===== config.mk =====
export PLATFORM = sky130hd
export DESIGN_NAME = ptp_delay_req_sched
export DESIGN_NICKNAME = d
export VERILOG_FILES = /design/src/rtl/ptp_pkg.sv /design/src/rtl/ptp_tx_arb.sv /design/src/rtl/ptp_delay_req_sched.sv
export SDC_FILE = /design/constraint.sdc
export NUM_CORES = 1
export LEC_CHECK = 0
export ABC_CLOCK_PERIOD_IN_PS = 2100
export BUFFER_PORTS_ARGS = -buffer_cell sky130_fd_sc_hd__buf_4
export CAP_MARGIN = 20
export CORE_AREA = 8 8 69 131
export CTS_CLUSTER_SIZE = 20
export DETAILED_ROUTE_END_ITERATION = 10
export DIE_AREA = 0 0 77 139
export SLEW_MARGIN = 10
export SYNTH_ARGS = -nofsm -noshare
export SYNTH_HDL_FRONTEND = slang
export SYNTH_SLANG_ARGS = --single-unit

===== constraint.sdc =====
create_clock -name eth_tx_clk_125m -period 2.1 [get_ports eth_tx_clk_125m]
set_input_delay 0.315 -clock eth_tx_clk_125m [delete_from_list [all_inputs] [get_ports eth_tx_clk_125m]]
set_output_delay 0.315 -clock eth_tx_clk_125m [all_outputs]
set_load 0.01 [all_outputs]

===== src/rtl/ptp_pkg.sv =====
// Shared encodings for the PTP Delay_Req scheduler: the exchange FSM states
// and the owner of the single Ethernet TX path.
package ptp_pkg;

    // Exchange FSM states; the numeric values are visible on the debug port.
    typedef enum logic [2:0] {
        ST_IDLE      = 3'd0,
        ST_WAIT_FUP  = 3'd1,
        ST_TX_PEND   = 3'd2,
        ST_TX_BUSY   = 3'd3,
        ST_WAIT_RESP = 3'd4,
        ST_DONE      = 3'd5
    } ptp_state_e;

    // Current owner of the TX path.
    typedef enum logic [1:0] {
        OWN_FREE = 2'd0,
        OWN_UDP  = 2'd1,
        OWN_PTP  = 2'd2
    } tx_owner_e;

    localparam int TIMER_W = 32;

endpackage


===== src/rtl/ptp_tx_arb.sv =====
// Two-requester arbiter for the single Ethernet TX path. Grants happen only
// while the path is free, are announced by a same-cycle start pulse, and last
// until the MAC reports tx_done. On a tie the requester that was not granted
// last time wins.
module ptp_tx_arb
    import ptp_pkg::*;
(
    input  logic clk_i,
    input  logic rst_i,
    input  logic ptp_req_i,
    input  logic udp_req_i,
    input  logic tx_done_i,
    output logic ptp_gnt_o,
    output logic udp_gnt_o,
    output logic tx_sel_o,
    output logic tx_start_o
);

    tx_owner_e owner_q, owner_d;
    logic      last_ptp_q, last_ptp_d;
    logic      sel_q, sel_d;
    logic      ptp_win, udp_win;

    // Grant decision and ownership next-state.
    always_comb begin
        // NOTE: every signal written here gets a default first, so no path
        // leaves one unassigned and no latch is inferred.
        ptp_win    = 1'b0;
        udp_win    = 1'b0;
        owner_d    = owner_q;
        last_ptp_d = last_ptp_q;
        sel_d      = sel_q;

        // NOTE: the grant is combinational, so it is masked by the async reset
        // to keep a held udp_req from producing a start pulse during reset.
        if (owner_q == OWN_FREE && !rst_i) begin
            if (ptp_req_i && udp_req_i) begin
                if (last_ptp_q) udp_win = 1'b1;
                else            ptp_win = 1'b1;
            end else if (ptp_req_i) begin
                ptp_win = 1'b1;
            end else if (udp_req_i) begin
                udp_win = 1'b1;
            end
        end

        if (ptp_win) begin
            owner_d    = OWN_PTP;
            last_ptp_d = 1'b1;
            sel_d      = 1'b1;
        end else if (udp_win) begin
            owner_d    = OWN_UDP;
            last_ptp_d = 1'b0;
            sel_d      = 1'b0;
        end else if (owner_q != OWN_FREE && tx_done_i) begin
            owner_d = OWN_FREE;
        end
    end

    // Ownership, fairness history and mux select registers.
    always_ff @(posedge clk_i or posedge rst_i) begin
        // NOTE: state registers use non-blocking assignments so every flop
        // samples its pre-edge inputs regardless of statement order.
        if (rst_i) begin
            owner_q    <= OWN_FREE;
            last_ptp_q <= 1'b0;
            sel_q      <= 1'b0;
        end else begin
            owner_q    <= owner_d;
            last_ptp_q <= last_ptp_d;
            sel_q      <= sel_d;
        end
    end

    assign ptp_gnt_o  = ptp_win;
    assign udp_gnt_o  = udp_win | (owner_q == OWN_UDP);
    assign tx_sel_o   = ptp_win | (~udp_win & sel_q);
    assign tx_start_o = ptp_win | udp_win;

endmodule


===== src/rtl/ptp_delay_req_sched.sv =====
// Slave-side PTP exchange scheduler: runs Sync -> Follow_Up -> Delay_Req ->
// Delay_Resp, requests the TX path for the Delay_Req frame, and strobes
// calc_en once t1..t4 are captured.
// Optional feature: define PTP_SEQ_CHECK_EN to accept a Delay_Resp only when
// its sequence id matches the id of the last Delay_Req sent.
module ptp_delay_req_sched
    import ptp_pkg::*;
#(
    parameter logic [TIMER_W-1:0] TIMEOUT_CYC = 32'd125_000_000,
    parameter int                 SEQ_W       = 16
) (
    input  logic             eth_tx_clk_125m,
    input  logic             rst,
    input  logic             sync_rx,
    input  logic             fup_rx,
    input  logic             resp_rx,
    input  logic [SEQ_W-1:0] resp_seqid,
    input  logic             udp_req,
    input  logic             tx_done,
    output logic             udp_gnt,
    output logic             tx_sel,
    output logic             tx_start_en,
    output logic [SEQ_W-1:0] sequenceid,
    output logic             t3_latch,
    output logic             calc_en,
    output logic             timeout_err,
    output logic [2:0]       ptp_state
);

    ptp_state_e         state_q, state_d;
    logic [TIMER_W-1:0] timer_q, timer_d;
    logic [SEQ_W-1:0]   seq_q, seq_d;
    logic               ptp_req_q, ptp_req_d;
    logic               ptp_gnt;
    logic               resp_ok;
    logic               expired;
    logic               timer_clr;
    logic               tout;

`ifdef PTP_SEQ_CHECK_EN
    assign resp_ok = resp_rx && (resp_seqid == seq_q);
`else
    logic unused_resp_seqid;
    assign resp_ok           = resp_rx;
    assign unused_resp_seqid = ^resp_seqid;
`endif

    assign expired = (timer_q == TIMEOUT_CYC - 32'd1);

    // Exchange next-state, timer restart and timeout pulse.
    always_comb begin
        state_d   = state_q;
        timer_clr = 1'b0;
        tout      = 1'b0;
        case (state_q)
            ST_IDLE: begin
                if (sync_rx) state_d = ST_WAIT_FUP;
            end
            ST_WAIT_FUP: begin
                if (fup_rx) begin
                    state_d = ST_TX_PEND;
                end else if (sync_rx) begin
                    timer_clr = 1'b1;
                end else if (expired) begin
                    state_d = ST_IDLE;
                    tout    = 1'b1;
                end
            end
            ST_TX_PEND: begin
                if (ptp_gnt) state_d = ST_TX_BUSY;
            end
            ST_TX_BUSY: begin
                if (tx_done) state_d = ST_WAIT_RESP;
            end
            ST_WAIT_RESP: begin
                if (resp_ok) begin
                    state_d = ST_DONE;
                end else if (sync_rx) begin
                    state_d = ST_WAIT_FUP;
                end else if (expired) begin
                    state_d = ST_IDLE;
                    tout    = 1'b1;
                end
            end
            ST_DONE: begin
                state_d = ST_IDLE;
            end
            default: begin
                state_d = ST_IDLE;
            end
        endcase
    end

    // Shared wait timer, sequence counter and the registered PTP request.
    always_comb begin
        if (state_d != state_q || timer_clr) begin
            timer_d = '0;
        end else if (state_q == ST_WAIT_FUP || state_q == ST_WAIT_RESP) begin
            timer_d = timer_q + 32'd1;
        end else begin
            timer_d = '0;
        end

        seq_d = seq_q;
        if (state_q == ST_TX_PEND && ptp_gnt) seq_d = seq_q + 1'b1;

        ptp_req_d = (state_q == ST_TX_PEND) && !ptp_gnt;
    end

    // Exchange state registers.
    always_ff @(posedge eth_tx_clk_125m or posedge rst) begin
        if (rst) begin
            state_q   <= ST_IDLE;
            timer_q   <= '0;
            seq_q     <= '0;
            ptp_req_q <= 1'b0;
        end else begin
            state_q   <= state_d;
            timer_q   <= timer_d;
            seq_q     <= seq_d;
            ptp_req_q <= ptp_req_d;
        end
    end

    ptp_tx_arb u_arb (
        .clk_i      (eth_tx_clk_125m),
        .rst_i      (rst),
        .ptp_req_i  (ptp_req_q),
        .udp_req_i  (udp_req),
        .tx_done_i  (tx_done),
        .ptp_gnt_o  (ptp_gnt),
        .udp_gnt_o  (udp_gnt),
        .tx_sel_o   (tx_sel),
        .tx_start_o (tx_start_en)
    );

    assign t3_latch    = ptp_gnt;
    assign calc_en     = (state_q == ST_DONE);
    assign timeout_err = tout;
    assign ptp_state   = state_q;
    assign sequenceid  = seq_q;

endmodule


# Yosys cells after proc, flatten, opt, wreduce, memory -nomap -nowiden
# Index checks and enable logic that the tools add are counted.
# Widths: inputs -> output; s select.
# op_classes
add_sub_neg	2
n_mul	0
n_div	0
order_cmp	0
n_eq_ne	8
shift	0
muxes	33
bitwise_logic	5
n_reduce_logical	14
# op_table
operator	n
$mux 32	2
$add 32x1->32 const B	1
$eq 32x27->1 const B	1
$mux 3	8
$mux 1	18
$add 16x1->16 const B	1
$pmux 3 s5	1
$eq 3x2->1 const B	2
$eq 3x3->1 const B	2
$mux 2	3
$logic_and 1x1->1	5
$reduce_bool 2->1	2
$eq 3x1->1 const B	1
$logic_not 3->1	1
$ne 3x3->1	1
$or 1x1->1	3
$reduce_bool 3->1	1
$eq 2x1->1 const B	1
$logic_not 1->1	2
$logic_not 2->1	1
$logic_or 1x1->1	2
$pmux 1 s2	1
$and 1x1->1	1
$not 1->1	1
# totals
reg_bits	55
latchBits	0
ram_bits	0
mem_bits_ro	0
wordCells	68
memories	0

# Depth between registers and ports, before layout
# Gate-level depths: netlist of the first run.
# logic_depth
ltp_word	8
depth_mapped	7

# By module
# From an unflattened synthesis of the first run, not the netlist that was laid out.
# hier_totals
hier_cells	289
area_unflattened_um2	2870.3
# modules_own_cells
module	instances	cells_each	area_per_inst_um2	seq_area_each_um2
ptp_delay_req_sched	1	269	2672.6	1301.2
ptp_tx_arb	1	20	197.7	75.1

# Worst setup path after synthesis of the first run
# OpenSTA, ideal clock, no wires.
# synth_path
path_kind	input to output
start	input port rst
end	output port udp_gnt
arrival_time_ns	1.879
slack_ns	-0.094
path_stages	3
path_buffers	0
cell_sequence	inv_1 > a31oi_1 > nor2_1
# synth_between
elab_chain_len	4
# synth_lines
element	line	text
start: declaration	ptp_delay_req_sched.sv:13	input logic rst,
$logic_not 1->1	ptp_tx_arb.sv:36	if (owner_q == OWN_FREE && !rst_i) begin
$logic_and 1x1->1	ptp_tx_arb.sv:36	
$mux 1	ptp_tx_arb.sv:36	
$or 1x1->1	ptp_tx_arb.sv:76	assign udp_gnt_o = udp_win | (owner_q == OWN_UDP);
end: declaration	ptp_delay_req_sched.sv:20	output logic udp_gnt,
# No other way between the ends.

# Final worst setup path of the first run
# layout_path
start	register timer_q[7]
end	output port timeout_err
# layout_between
elab_chain_len	5
# layout_lines
element	line	text
start: declaration	ptp_delay_req_sched.sv:31	logic [TIMER_W-1:0] timer_q, timer_d;
start signal: assignment	ptp_delay_req_sched.sv:119	timer_q <= timer_d;
$eq 32x27->1 (*)	ptp_delay_req_sched.sv:48	assign expired = (timer_q == TIMEOUT_CYC - 32'd1);
$mux 1 (*)	ptp_delay_req_sched.sv:64, ptp_delay_req_sched.sv:80	
$mux 1 (*)	ptp_delay_req_sched.sv:62	end else if (sync_rx) begin
$mux 1 (on tied branches)	ptp_delay_req_sched.sv:76, ptp_delay_req_sched.sv:60	
$pmux 1 s2 (*)	ptp_delay_req_sched.sv:55	case (state_q)
end: declaration	ptp_delay_req_sched.sv:26	output logic timeout_err,
# Every way passes the cells marked *; elsewhere a longest branch is shown, timed or not.

==> results.txt, run 1 <==
largest net degree at the start of global routing: 42
Worst Reg-to-Reg Cells: 7
CP Launch Type: flip-flop
dpl hpwl: 4684 um
gr ovfl total: 0
WL final: 6479 um
fin cells: 446
synth warn: 0
cell taking the most area after synthesis: dfrtp_1
clock edge transition at the registers on the reported setup and hold paths: 70 ps
post-DR wirelength/cell: 14.53 um
htree depth: 2
DP Area: 3377 um^2
top post-synthesis cells by area: dfrtp_1 48%, xnor2_1 10%, a21oi_1 5.4%
DRC: 0
critical-path cell list: or4_4 -> nor4b_4 -> nand4_1 -> nor4_2 -> buf_4
Die Width: 77 um
critical path capture point type: output pin
Register Area: 1376 um^2
Initial Utilization: 0.3835
DR vias/cell: 5.242
DR pass1 iterations: 4
worst endpoint data arrival time: 2100 ps
Die ar.: 10,700 um^2
final setup fails: 33
Syn Nets: 323
max_slew headroom: 0.6561
first-pass GRT wire length: 11,170 um
fmax: 413.7 MHz
Rows: 45
Iter 0 DRT Violations: 168
Worst VDD drop: 0.6162 mV
area of the multi-input gates: 1410 um^2
P&R area growth vs syn: 25.15%
CTS Buffer Depth: 2
Layout Nets: 377
I/O pins: 48
hold_buf cts: 0
Setup WS post-layout: -317.1 ps
floorplan core area: 7432 um^2
outcome: finished, violations left
gp weighted congestion: 0.7949
slowest stage delay, CP: 550 ps
Clock Latency Late Sink: 290 ps
Mapped Cells: 298
leakage power: 1.504 nW
Worst Tran Pin Value: 515.9 ps
Final Cycle Share: 1.151
Final ANT Viol Nets: 0
pwr dens: 772.2 nW/um^2
via count: 2,338
Netlist cell types: 40
fin. max-slew vios: 0
post-synthesis sequential area ratio: 0.4829
fin area: 3567 um^2
placed instance count: 438
crit-path max FO: 2
initial antenna violation count: 0
Synth Area per Inst: 9.565 um^2
Worst Path Required: 1780 ps
Total Power: 2.755 mW
maxcap violations: 0
worst clock skew: 7.386 ps
PortBufs: 31
Die Ht: 139 um
CTS Sinks: 55
Mapped Area: 2850 um^2
CTS tree: built
Final Hold Vio Count: 0
Synth Register Bits: 55
RSZ-0062 raised after global routing: yes
post-synth top area share: 0.4829
min Tclk post-route: 2417 ps
worst hold path class: primary input to asynchronous set/reset pin
slowest CP cell: or4_4
fillers: 735
CTS buffer count: 5
Setup TNS: -4331 ps
gr usage total: 0.1233
ANT cells: 0
crit path kind: flip-flop to output pin
root buffer cell: clkbuf_16
share of cells above drive strength 1: 0.2330
vias in the first global route: 2,388
failing checks: setup timing
[path summary, 6_finish.rpt]
| path | from | to | slack, ps |
|---|---|---|---|
| min | rst | timer_q[15]$_DFF_PP0_ | 210 |
| min in group eth_tx_clk_125m | udp_req | u_arb.sel_q$_DFFE_PP0P_ | 260 |
| max reg2reg | timer_q[6]$_DFF_PP0_ | timer_q[27]$_DFF_PP0_ | -160 |
| max | timer_q[7]$_DFF_PP0_ | timeout_err | -320 |
| max in group asynchronous | rst | timer_q[26]$_DFF_PP0_ | 1410 |
| min reg2reg | sequenceid[15]$_DFFE_PP0P_ | sequenceid[15]$_DFFE_PP0P_ | 490 |
[cells by family (layout without fill, tap and decap cells)]
family,Yosys count,after routing,share of synthesized area
AND/OR/NAND/NOR,123,123,0.2371
adder cells (fa/ha/maj),2,2,0.008778
flip-flops,55,55,0.4829
XOR/XNOR,42,42,0.1291
buffers and inverters,23,77,0.03512
AO/OA/AOI/OAI,53,53,0.1071
[layout make-up]
type                    instances  share of cell area
clock buffers                   6             0.03613
clock inverters                 1            0.008418
inverters                      10             0.01157
well taps                      94             0.03297
flip-flops and latches         55              0.3858
repair buffers                 60              0.1298
multi-input cells             220              0.3953
[worst max-delay path: cells and delay by family, from the launching register on]
family                 cells  cell delay, ps
flip-flops                 1             390
buffers and inverters      1             160
AND/OR/NAND/NOR            4            1270
[layer usage]
layer / part of all wire / up-vias / GRT usage
met1: 0.46 / 1138 / 0.1557
met2: 0.49 / 37 / 0.2035
met3: 0.040 / 5 / 0.03117
met4: 0.010 / 0 / 0.03006
li1: - / 1158 / -
met5: 0 / - / 0
[cell usage after synthesis]
master     n
a21bo_2    1
a21boi_0   1
a21oi_1   31
a22oi_1    4
a31oi_1    3
a41o_1     1
a41oi_1    1
and2_1     1
and3_1     4
and4_1     4
buf_2      5
buf_6      1
clkbuf_1   7
dfrtp_1   55
ha_1       2
inv_1     10
nand2_1   25
nand2b_1   3
nand3_1   14
nand4_1   11
nor2_1    18
nor2_2     1
nor2b_1    1
nor3_1    16
nor3_4     2
nor4_1     8
nor4b_1    1
o21ai_0    7
o21ai_2    1
o22ai_1    2
o32ai_1    1
or2_2      2
or2_4      1
or3_1      5
or3_4      1
or3b_1     1
or4_1      3
or4_4      1
xnor2_1   34
xor2_1     8
[layout by cell type (no fill, tap or decap), types with 2 or more instances in the layout]
cell / count
nand4_1: 11
o22ai_1: 2
dfrtp_1: 55
nand2b_1: 3
clkbuf_16: 5
xor2_1: 8
a21oi_1: 31
or3_1: 4
a31oi_1: 3
buf_4: 59
or3_4: 2
nor4_1: 6
or2_2: 2
nand3_1: 14
a22oi_1: 4
nor3_4: 2
xnor2_1: 34
or4_4: 2
inv_1: 9
o21ai_0: 7
and3_1: 4
or4_1: 2
and4_1: 4
nor4_2: 2
nor2_1: 18
ha_1: 2
nor3_1: 16
nand2_1: 25
[report_power, final]
group,internal [mW],switching [mW],total [mW]
Sequential,1.13,0.0702,1.20
Clock,0.557,0.350,0.906
Combinational,0.284,0.360,0.645
[flip-flops by register name (all words and copies together) (netlist names)]
name and count:
ptp_state 3, ptp_req_q 1, timer_q 32, u_arb.sel_q 1
u_arb.owner_q 2, sequenceid 16
[metrics by stage]
step                      setup WS [ps]  hold slack, ps    util
after floorplan                   16.71           397.4       -
after global placement           -98.64           467.0  0.4544
after detailed placement         -139.6           478.8  0.4544
after CTS                        -318.1           213.8  0.4793
after global routing             -416.2           231.9  0.4800
final                            -317.1           209.5  0.4800
[what timing repair did]
item | CTS | global route
buffers inserted | 1 | 0
setup endpoints to repair | 33 | 35
pin swaps | 3 | 2
resized for setup | 3 | 1
Note: power is estimated with default switching activity, not from simulation.
==> run 2: changes to the inputs <==
Settings changed: ABC_AREA set to 1, CORE_AREA 8 8 69 131 to 8 8 74 141, DIE_AREA 0 0 77 139 to 0 0 82 149, SETUP_SLACK_MARGIN set to 0.2.
==> results.txt, run 2 <==
worst endpoint data arrival time: 1690 ps (-410 ps)
fin. max-slew vios: 0 (unchanged)
post-synth top area share: 0.4080 (-0.07487)
dpl ws: 10.10 ps (+149.7 ps)
pwr dens: 849.7 nW/um^2 (+10%)
DRC: 0 (unchanged)
Rows: 48 (+6.7%)
gr ovfl total: 0 (unchanged)
root buffer cell: clkbuf_16
fmax: 497.5 MHz (+20%)
Netlist cell types: 32 (-20%)
Mapped Cells: 475 (+59%)
Largest register FFs: 32 (unchanged)
placed instance count: 624 (+42%)
Layout Nets: 558 (+48%)
gp weighted congestion: 0.9638 (+21%)
Mapped Area: 3373 um^2 (+18%)
Synth Register Bits: 55 (unchanged)
dpl hpwl: 7984 um (+70%)
via count: 3,230 (+38%)
worst hold path class: primary input to flip-flop
max_slew headroom: 0.5368 (-0.1193)
DR pass1 iterations: 4 (unchanged)
crit path kind: flip-flop to output pin
sw power: 1.427 mW (+83%)
cell taking the most area after synthesis: dfrtp_1
Setup WS post-layout: 90.04 ps (+407.1 ps)
PortBufs: 31 (unchanged)
Iter 0 DRT Violations: 166 (-1.2%)
most frequent cells in the layout: 111 x nand2_1, 65 x inv_1, 56 x nor2_1
top post-synthesis cells by area: dfrtp_1 41%, nand2_1 12%, nand3_1 8.5%
ANT cells: 0 (unchanged)
Die ar.: 12,220 um^2 (+14%)
Clock Latency Late Sink: 300 ps (about the same)
Clock Power Share: 0.234 (-0.095)
largest net degree at the start of global routing: 56 (+33%)
RSZ-0062 raised after global routing: yes
outcome: completed
Commonest cells post-synth: 112 x nand2_1, 73 x nor2_1, 66 x inv_1
Initial Utilization: 0.3955 (+0.01204)
worst clock skew: 10.22 ps (+2.830 ps)
leakage power: 2.012 nW (+34%)
initial antenna violation count: 0 (unchanged)
CTS buffer count: 5 (unchanged)
floorplan core area: 8528 um^2 (+15%)
clock edge transition at the registers on the reported setup and hold paths: 70 ps (about the same)
Worst Reg-to-Reg Cells: 13 (+6)
worst hold start: tx_done
Post-synth top flop: dfrtp_1
CTS Buffer Depth: 2 (unchanged)
gr usage total: 0.1755 (+0.05223)
worst reg2reg startpoint: timer_q[1]$_DFF_PP0_
critical-path cell list: ha_2 -> nand2_2 -> nor2_4 -> nand3_2 -> nor2_4 -> nand3_2 -> nor2_1 -> buf_4
min Tclk post-route: 2010 ps (-407.1 ps)
slowest stage delay, CP: 380 ps (-170 ps)
crit-path max FO: 6 (+4)
post-synthesis sequential area ratio: 0.4080 (-0.07487)
number of synthesized flops with an enable pin: 0 (unchanged)
share of cells above drive strength 1: 0.2303 (-0.002617)
vias in the first global route: 3,418 (+43%)
fin cells: 634 (+42%)
Die Ht: 149 um (+7.2%)
most common cell in the netlist: nand2_1
WL final: 10,040 um (+55%)
Hold Path Sink: ptp_state[2]$_DFF_PP0_
Hold Path Depth: 3
Final Cycle Share: 0.9571 (-0.1939)
Worst Path Required: 1780 ps (about the same)
Final ANT Viol Nets: 0 (unchanged)
Worst Tran Pin Value: 694.8 ps (+179.0 ps)
CTS Sinks: 55 (unchanged)
flop2flop setup slack: 130 ps (+290 ps)
Largest Register: timer_q
Total Power: 3.600 mW (+31%)
P&R area growth vs syn: 25.59%
combinational power share: 0.419 (+0.185)
worst reg2reg endpoint: timer_q[21]$_DFF_PP0_
first-pass GRT wire length: 16,310 um (+46%)
sequential fraction of design power: 0.347 (-0.090)
Die Width: 82 um (+6.5%)
CP Launch Type: flip-flop
async set-reset flop share out of synthesis: 1.000 (unchanged)
critical path capture point type: output pin
I/O pins: 48 (unchanged)
htree depth: 2 (unchanged)
DR vias/cell: 5.095 (-2.8%)
Int Power: 2.173 mW (+10%)
Sw Ratio: 0.3964 (+0.1133)
maxcap violations: 0 (unchanged)
CTS tree: built
post-DR wirelength/cell: 15.84 um (+9.0%)
fin util: 0.4968 (+0.01681)
final setup fails: 0 (-100%)
Final Hold Vio Count: 0 (unchanged)
Synth Area per Inst: 7.102 um^2 (-26%)
Worst VDD drop: 0.9761 mV (+58%)
synth warn: 0 (unchanged)
leading cell type in the layout, fill and taps excluded: nand2_1
slowest CP cell: dfrtp_1
Syn Nets: 500 (+55%)
fillers: 899 (+22%)
==> run 2: changes by cell type after synthesis, moves of 5 or more <==
| cell | previous run | this run |
|---|---|---|
| a21oi_1 | 31 | 5 |
| o211ai_1 | 0 | 5 |
| buf_2 | 5 | 0 |
| or2_2 | 2 | 7 |
| nand2_1 | 25 | 112 |
| inv_1 | 10 | 66 |
| nand3_1 | 14 | 57 |
| nor2_1 | 18 | 73 |
| nor2_2 | 1 | 12 |
| xnor2_1 | 34 | 4 |
==> run 2: worst max path at each step <==
stage | slack (ps) | to | startpoint | depth (start not counted)
global placement | 60 | timer_q[0]$_DFF_PP0_ | timer_q[0]$_DFF_PP0_ | 13
global route | -20 | timeout_err | timer_q[0]$_DFF_PP0_ | 8
detailed placement | 10 | timer_q[0]$_DFF_PP0_ | timer_q[0]$_DFF_PP0_ | 13
finish | 90 | timeout_err | timer_q[1]$_DFF_PP0_ | 8
floorplan | -180 | timer_q[5]$_DFF_PP0_ | rst | 12
CTS | 70 | timeout_err | timer_q[0]$_DFF_PP0_ | 8
==> run 2: metal layers <==
| layer | global-route usage | wire [um] | vias to the layer above | part of all wire |
|---|---|---|---|---|
| li1 | - | - | 1629 | - |
| met1 | 0.1585 | 3378 | 1482 | 0.34 |
| met2 | 0.3214 | 5595 | 75 | 0.56 |
| met3 | 0.03019 | 298 | 44 | 0.030 |
| met4 | 0.1389 | 767 | 0 | 0.076 |
| met5 | 0 | 0 | - | 0 |
==> run 2: cell type report <==
class | count | area [um^2] | share of cell area
Clock buffer | 6 | 128.9 | 0.03042
Clock inverter | 2 | 12.51 | 0.002953
Inverter | 67 | 255.2 | 0.06025
Multi-Input combinational cell | 346 | 1858 | 0.4386
Sequential cell | 55 | 1376 | 0.3249
Tap cell | 100 | 125.1 | 0.02953
Timing Repair Buffer | 58 | 480.5 | 0.1134
==> run 2: metrics by stage <==
stage	hold WS, ps	setup TNS, ps	instance area [um^2]
CTS	267.0	0	4120
global route	299.4	-36.48	4237
global placement	461.4	0	3946
finish	268.7	0	4237
floorplan	404.6	-5171	3420
detailed placement	458.7	0	3946
==> run 2: cell families after synthesis <==
logic type / count (synthesis) / synth area share
xor+xnor: 15 / 0.03894
fa+ha+maj: 2 / 0.007417
buf+inv: 74 / 0.09236
simple gates: 304 / 0.4069
flops: 55 / 0.4080
compound gates: 25 / 0.04636
==> run 2: power by group through the flow <==
stage | logic, mW | registers (mW) | clock network, mW
after global routing | 1.64 | 1.27 | 0.897
final | 1.51 | 1.25 | 0.842
after detailed placement | 1.37 | 1.26 | 0
after floorplan | 0.848 | 1.27 | 0
after CTS | 1.38 | 1.24 | 0.865
after global placement | 1.35 | 1.26 | 0
==> run 2: critical path: cells and delay by family, from the launching register on <==
family | cells | cell delay [ps]
DFF | 1 | 380
and+or+nand+nor | 6 | 680
adders and majority gates | 1 | 190
buffers and inverters | 1 | 140
==> run 2: timing repair <==
item	in CTS	in global routing
pin swaps	2	2
endpoints found under the hold margin	0	0
setup endpoints to repair	33	41
buffers inserted	2	0
gates resized for setup	4	31
hold buffers	0	0
